<file path="config.mk">
export PLATFORM = sky130hd
export DESIGN_NAME = sram_fifo_ctrl
export DESIGN_NICKNAME = d
export VERILOG_FILES = /design/src/rtl/sram_fifo_ctrl.sv
export SDC_FILE = /design/constraint.sdc
export NUM_CORES = 1
export LEC_CHECK = 0
export ABC_AREA = 1
export ABC_CLOCK_PERIOD_IN_PS = 3200
export CORE_ASPECT_RATIO = 0.8
export CORE_MARGIN = 3
export CORE_UTILIZATION = 36
export CTS_CLUSTER_DIAMETER = 120
export CTS_CLUSTER_SIZE = 10
export DETAILED_ROUTE_END_ITERATION = 8
export GPL_ROUTABILITY_DRIVEN = 0
export PLACE_DENSITY = 0.82
export SLEW_MARGIN = 10
export SYNTH_ARGS = -nofsm -noshare
export SYNTH_HDL_FRONTEND = slang
export SYNTH_SLANG_ARGS = --single-unit
export TNS_END_PERCENT = 10
</file>
<file path="constraint.sdc">
create_clock -name clk -period 3.2 [get_ports clk]
set_input_delay 0.32 -clock clk [delete_from_list [all_inputs] [get_ports clk]]
set_output_delay 0.32 -clock clk [all_outputs]
set_load 0.05 [all_outputs]
</file>
<file path="src/rtl/sram_fifo_ctrl.sv">
// FIFO controller over an external synchronous SRAM with one-cycle registered read data.
// Optional almost-full flag enabled by defining SRAM_FIFO_CTRL_AFULL_EN.
module sram_fifo_ctrl #(
  parameter int unsigned AW       = 8,
  parameter int unsigned DW       = 32,
  parameter int unsigned AFULL_TH = 4
) (
  input  logic          clk,
  input  logic          rst_n,
  // push side
  input  logic          wvalid_i,
  output logic          wready_o,
  input  logic [DW-1:0] wdata_i,
  // pop side
  output logic          rvalid_o,
  input  logic          rready_i,
  output logic [DW-1:0] rdata_o,
  // status
  output logic [AW:0]   cnt_o,
  output logic          afull_o,
  // SRAM ports
  output logic          sram_wren_o,
  output logic [AW-1:0] sram_waddr_o,
  output logic [DW-1:0] sram_wdata_o,
  output logic [AW-1:0] sram_raddr_o,
  input  logic [DW-1:0] sram_rdata_i
);

  localparam logic [AW:0] Depth     = {1'b1, {AW{1'b0}}};
  localparam bit          AfullThOk = (AFULL_TH >= 1) && (AFULL_TH < (2 ** AW));

  logic [AW-1:0] wptr_q, wptr_d;
  logic [AW-1:0] rptr_q, rptr_d;
  logic [AW:0]   cnt_q, cnt_d;
  logic          rvalid_q, rvalid_d;
  logic          push, pop, collide;
  logic [AW-1:0] raddr;

  assign wready_o = (cnt_q != Depth);
  // Qualified by rst_n so the SRAM is never written while reset is held.
  assign push     = wvalid_i && wready_o && rst_n;
  assign pop      = rvalid_q && rready_i;

  always_comb begin
    raddr   = pop ? (rptr_q + AW'(1)) : rptr_q;
    wptr_d  = push ? (wptr_q + AW'(1)) : wptr_q;
    rptr_d  = raddr;
    cnt_d   = cnt_q;
    unique case ({push, pop})
      2'b10:   cnt_d = cnt_q + (AW+1)'(1);
      2'b01:   cnt_d = cnt_q - (AW+1)'(1);
      default: cnt_d = cnt_q;
    endcase
    // Writing the address being read this edge: SRAM returns old data, so hold off one cycle.
    collide  = push && (wptr_q == raddr);
    rvalid_d = (cnt_d != '0) && !collide;
  end

  always_ff @(posedge clk or negedge rst_n) begin
    if (!rst_n) begin
      wptr_q   <= '0;
      rptr_q   <= '0;
      cnt_q    <= '0;
      rvalid_q <= 1'b0;
    end else begin
      wptr_q   <= wptr_d;
      rptr_q   <= rptr_d;
      cnt_q    <= cnt_d;
      rvalid_q <= rvalid_d;
    end
  end

  assign rvalid_o     = rvalid_q;
  assign rdata_o      = sram_rdata_i;
  assign cnt_o        = cnt_q;
  assign sram_wren_o  = push;
  assign sram_waddr_o = wptr_q;
  assign sram_wdata_o = wdata_i;
  assign sram_raddr_o = raddr;

`ifdef SRAM_FIFO_CTRL_AFULL_EN
  localparam logic [AW:0] AfullLvl = Depth - (AW+1)'(AFULL_TH);
  assign afull_o = (cnt_q >= AfullLvl);
`else
  assign afull_o = 1'b0;
`endif

  a_th_legal: assert property (@(posedge clk) AfullThOk);
  a_cnt_max:  assert property (@(posedge clk) disable iff (!rst_n) cnt_q <= Depth);
  a_rv_cnt:   assert property (@(posedge clk) disable iff (!rst_n) rvalid_q |-> cnt_q != '0);

endmodule

</file>
==> flow_metrics.tcl, run 1 <==
set metrics [dict create \
    status "completed" \
    grt_pass1_vias 1754 \
    ys_warn_count 0 \
    cts_tree "done" \
    worstHoldPathType "input port to asynchronous set/reset pin" \
    start_util_pct 38.0 \
    synth.most_common_cell "nand2_1" \
    wl_met2_um 2210 \
    clock_latency_ps 280 \
    routed.top_layer "met4" \
    wl_met3_um 376 \
    setup_viol 0 \
    nets 372 \
    tns_ps 0 \
    cts_buffer_depth 2 \
    grt.overflow.total 0 \
    cts_root_buf "clkbuf_8" \
    die_height_um 77.6 \
    cts_inserted_buffers 3 \
    final_util_pct 38.5 \
    dieWidth_um 95.5 \
    post-route-period-util_pct 88.1 \
    vias 1806 \
    wl_met1_um 2190 \
    arrival_ps 3000 \
    yosysSeqAreaShare_pct 28.2 \
    synth_async_sr_flop_share_pct 100 \
    ir_worst_vdd_uv 468 \
    maxCapViolCount 0 \
    area_growth_pct 1.19 \
    final.fill_count 627 \
    first_pass_iters 4 \
    synth_area_sq_um 2310 \
    critPathCaptureType "register" \
    wl_per_cell_um 13.1 \
    grt_setup_unrepaired "false" \
    portBuffers 31 \
    ys.flop_type "dfrtp_1" \
    path_max_fanout 9 \
    clock_sinks 26 \
    ios 161 \
    rows 25 \
    grt_max_degree 27 \
    layout_min_cycle_time_ps 2820 \
    grt_first_pass_wirelength_um 8110 \
    synth_nets 400 \
    viasPerCell 4.84 \
    syn_inst 321 \
    antennaDiodeCount 0 \
    core-area_sq_um 6070 \
    multi_input_area_sq_um 982 \
    hold_viol_final 0 \
    max_slew_margin_pct 64.4 \
    synth_top_area_share_pct 28.2 \
    antenna_found_initial 0 \
    dp_hpwl_um 3830 \
    die-area_sq_um 7420 \
    htreeDepth 1 \
    ys_ff_latch 26 \
    ant_nets 0 \
    regArea_sq_um 651 \
    clock_skew_ps 3.02 \
    report.final.slew_viol_count 0 \
    clock.fmax_mhz 355 \
    yosys.area.top_type "dfrtp_1" \
    grt.total_usage_pct 13.5 \
    synthTopCellsByCount "79 x nand2_1, 66 x buf_4, 49 x inv_1" \
    cp.required_ps 3380 \
    drive_gt1_share_pct 8.22 \
    syn_area_per_cell_sq_um 7.19 \
    clk_pin_slew_worst_paths_ps 90 \
    worstMarginPinSlew_ps 532 \
    drc_errors 0 \
    synth_edf_count 0 \
    synth.area.top_cells "dfrtp_1 28%, buf_4 21%, nand2_1 13%" \
    drtIter0Drc 128 \
    crit_type "register to register" \
    powerDensity_nw_per_um2 1160 \
    p_leak_nw 1.23 \
    reg2regPathDepth 18 \
    routed_wl_um 4880 \
    critical_path.startpoint_type "register" \
    synth_cell_types 28 \
]
==> state kept, by name, summed over array words and instances (netlist names) <==
register	cells
cnt_o	9
rptr_q	8
sram_waddr_o	8
rvalid_o	1
==> report_power, final <==
part           total, mW  internal (mW)  switching, mW
clock              0.277          0.168          0.109
sequential         0.650          0.476          0.174
combinational       1.78          0.585           1.20
==> stage by stage <==
stage / cells / hold slack, ps / setup slack (ps) / instance area (sq um) / power [mW]
floorplan: 321 / 24.4 / 203 / 2310 / 2.10
global placement: 369 / 544 / 290 / 2250 / 2.38
CTS: 373 / 485 / 164 / 2320 / 2.70
finish: 373 / 466 / 382 / 2340 / 2.71
detailed placement: 369 / 544 / 124 / 2250 / 2.42
global route: 373 / 495 / 51.8 / 2340 / 2.92
==> metal layers <==
layer / vias up / GRT usage (%)
met5: - / 0
met4: 0 / 5.82
met3: 20 / 4.46
met2: 66 / 20.2
met1: 851 / 17.8
li1: 869 / -
==> critical path, stage by stage, from the launching register on <==
cell	delay [ps]
dfrtp_1	450
inv_2	100
nand4_1	140
nor2_2	200
nor2_4	60
inv_2	90
ha_4	210
inv_1	80
fa_1	400
inv_1	100
nand2_1	70
nand2_1	110
nand3_1	120
nand3b_1	110
nand2_1	50
a21oi_1	210
nand4_1	130
nand2_1	70
inv_1	30
==> path summary, 6_finish.rpt <==
check | slack [ps] | end | from
worst max-delay path | 380 | rvalid_o | cnt_o[0]
worst min-delay path | 470 | sram_waddr_o[6] | rst_n
worst max register to register | 380 | rvalid_o | cnt_o[0]
worst min register to register | 560 | sram_waddr_o[0] | sram_waddr_o[0]
max in group asynchronous | 2490 | rptr_q[0] | rst_n
min in group clk | 560 | sram_waddr_o[0] | sram_waddr_o[0]
==> what timing repair did <==
item / 4_1_cts / 5_1_grt
endpoints found under the setup margin: 0 / 1
gates resized for setup: 0 / 3
hold buffers: 0 / 0
buffers inserted: 0 / 0
==> cells by family (layout without fill, tap and decap cells) <==
family | after synthesis | after routing | synth area share [%]
adder cells (fa/ha/maj) | 11 | 11 | 6.29
AO/OA/AOI/OAI | 15 | 15 | 3.90
flip-flops | 26 | 26 | 28.2
buffers and inverters | 118 | 89 | 29.9
other | 1 | 1 | 0.162
XOR/XNOR | 9 | 9 | 3.41
AND/OR/NAND/NOR | 141 | 141 | 28.1
==> layout make-up <==
class	instances	share of cell area, %
clock inverter	1	1.29
multi-input combinational	177	42.0
tap	81	4.34
timing repair buffer	33	14.4
clock buffer	3	1.77
sequential	26	27.9
inverter	52	8.36
==> cells in the final DEF, fill, tap and decap left out, types with 2 or more instances in the layout <==
cell type         n
o21ai_0           4
clkdlybuf4s50_1  30
nor2_1           13
clkbuf_8          3
nor2_4            3
ha_1              9
xnor2_1           2
inv_1            49
nand2_1          79
inv_2             3
xor2_1            7
nand3b_1          3
nand3_2           2
a21oi_1           6
buf_4             2
nand4_1           6
o21bai_1          2
dfrtp_1          26
nand3_1          28
No activity file was read; power rests on OpenSTA's default activity.
==> run 2: changes to the inputs <==
--- a/config.mk
+++ b/config.mk
@@ -6,15 +6,16 @@
 export NUM_CORES = 1
 export LEC_CHECK = 0
 export ABC_AREA = 1
-export ABC_CLOCK_PERIOD_IN_PS = 3200
+export ABC_CLOCK_PERIOD_IN_PS = 3000
 export CORE_ASPECT_RATIO = 0.8
 export CORE_MARGIN = 3
 export CORE_UTILIZATION = 36
-export CTS_CLUSTER_DIAMETER = 120
+export CTS_CLUSTER_DIAMETER = 60
 export CTS_CLUSTER_SIZE = 10
 export DETAILED_ROUTE_END_ITERATION = 8
 export GPL_ROUTABILITY_DRIVEN = 0
 export PLACE_DENSITY = 0.82
+export SETUP_SLACK_MARGIN = 0.02
 export SLEW_MARGIN = 10
 export SYNTH_ARGS = -nofsm -noshare
 export SYNTH_HDL_FRONTEND = slang
==> constraint.sdc (replaced) <==
create_clock -name clk -period 3 [get_ports clk]
set_input_delay 0.3 -clock clk [delete_from_list [all_inputs] [get_ports clk]]
set_output_delay 0.3 -clock clk [all_outputs]
set_load 0.05 [all_outputs]
==> flow_metrics.tcl, run 2 (synthesis gave the netlist of run 1 again) <==
set metrics [dict create \
    status "completed" \
    multi_input_area_sq_um 991 \
    clk_pin_slew_worst_paths_ps 90 \
    slowest_delay_ps 460 \
    p_leak_nw 1.23 \
    grt_first_pass_wirelength_um 8070 \
    clock_latency_ps 280 \
    cts_tree "done" \
    report.final.slew_viol_count 0 \
    critPathCaptureType "register" \
    reg2reg_from "cnt_o[0]" \
    layout_min_cycle_time_ps 2670 \
    powerDensity_nw_per_um2 1210 \
    maxCapViolCount 0 \
    met2_usage_pct 21.1 \
    grt.total_usage_pct 13.7 \
    drive_gt1_share_pct 9.22 \
    crit_start "cnt_o[0]" \
    clock_sinks 26 \
    use_met1_pct 17.5 \
    top_usage_layer "met2" \
    nets 373 \
    ant_nets 0 \
    grt.overflow.total 0 \
    cts_root_buf "clkbuf_8" \
    arrival_ps 2850 \
    vias 1818 \
    clock_skew_ps 5.51 \
    grt_setup_unrepaired "false" \
    portBuffers 31 \
    cts_inserted_buffers 3 \
    htreeDepth 1 \
    die-area_sq_um 7420 \
    drc_errors 0 \
    post-route-period-util_pct 89.1 \
    routed_wl_um 4870 \
    layout_commonest_cell "nand2_1" \
    viasPerCell 4.86 \
    start_util_pct 38.0 \
    grt_max_degree 27 \
    grt_use_met3_pct 3.10 \
    final_cell_mix "79 x nand2_1, 49 x inv_1, 30 x clkdlybuf4s50_1" \
    largest_reg_flops 9 \
    ios 161 \
    dieWidth_um 95.5 \
    hold_viol_final 0 \
    first_pass_iters 4 \
    final.fill_count 617 \
    drtIter0Drc 126 \
    area_growth_pct 1.25 \
    cpMostUsedCell "nand2_1" \
    crit_type "register to register" \
    crit_slowest_cell "dfrtp_1" \
    path_max_fanout 4 \
    worstMarginPinSlew_ps 526 \
    max_slew_margin_pct 64.8 \
    cts_buffer_depth 2 \
    antennaDiodeCount 0 \
    cp_cell_sequence "inv_2 > nand4_1 > nor2_4 > nor2_4 > inv_2 > ha_4 > inv_1 > fa_1 > inv_1 > nand2_1 > nand2_1 > nand3b_1 > nand2_1 > nand2_1 > nand3_1 > nand2_1 > nor2_1 > nand4_1 > nand2_1 > inv_1" \
    antenna_found_initial 0 \
    fin_hold_ws_ps 426 \
    core-area_sq_um 6070 \
    die_height_um 77.6 \
    ir_worst_vdd_uv 729 \
    rows 25 \
    setup_viol 0 \
    worstHoldPathType "input port to asynchronous set/reset pin" \
    dp_hpwl_um 3740 \
    grt_pass1_vias 1783 \
    regArea_sq_um 652 \
    final_util_pct 38.5 \
    critical_path.startpoint_type "register" \
    cp.required_ps 3180 \
    clock.fmax_mhz 374 \
    wl_per_cell_um 13.0 \
]
-- run 2: cell types whose count changed in the layout (fill, tap and decap cells not counted), sizes merged --
cell,delta
clkbuf,+1
bufinv,-1
buf,+1
-- run 2: worst max-delay path: cells and delay by family, from the launching register on --
kind                     cells  cell delay (ps)
AND/OR/NAND/NOR             13             1230
adder cells (fa/ha/maj)      2              520
flip-flops                   1              460
buffers and inverters        5              370
-- run 2: per-layer routing --
layer,share of wire [%],vias up
li1,-,872
met1,45,861
met2,46,69
met3,6.0,16
met4,2.9,0
met5,0,-
-- run 2: through the flow --
step | setup WS [ps] | setup TNS [ps] | instances | power [mW] | area (sq um)
after detailed placement | -45.7 | -45.7 | 369 | 2.58 | 2250
after CTS | 66.1 | 0 | 373 | 2.82 | 2310
after floorplan | 47.0 | 0 | 321 | 2.24 | 2310
after global placement | 67.1 | 0 | 369 | 2.53 | 2250
final | 328 | 0 | 374 | 2.84 | 2340
after global routing | 87.3 | 0 | 374 | 3.07 | 2340
-- run 2: report_power, final --
part / leakage, nW / internal (mW) / switching [mW]
Sequential: 0.295 / 0.509 / 0.194
Combinational: 0.907 / 0.624 / 1.28
Clock: 0.0288 / 0.118 / 0.115
Total: 1.23 / 1.25 / 1.59
-- run 2: final cells by class --
class,instances,share of cell area [%]
inverters,52,8.35
well taps,81,4.34
multi-input cells,177,42.4
clock buffers,4,2.36
repair buffers,34,14.7
flip-flops and latches,26,27.9
-- run 2: what timing repair did --
item                                    CTS  global route
endpoints found under the setup margin    1             2
endpoints found under the hold margin     0             0
buffers inserted                          0             1
gates resized for setup                   1             4
cloned                                    0             0
hold buffers                              0             0
-- run 2: worst paths after layout --
check,to,slack (ps),cells past startpoint
max in group asynchronous,cnt_o[1],2290,2
worst min-delay path,sram_waddr_o[5],430,2
worst max-delay path,rvalid_o,330,20
worst max register to register,rvalid_o,330,20
min in group clk,sram_waddr_o[0],580,1
worst min register to register,sram_waddr_o[0],580,1
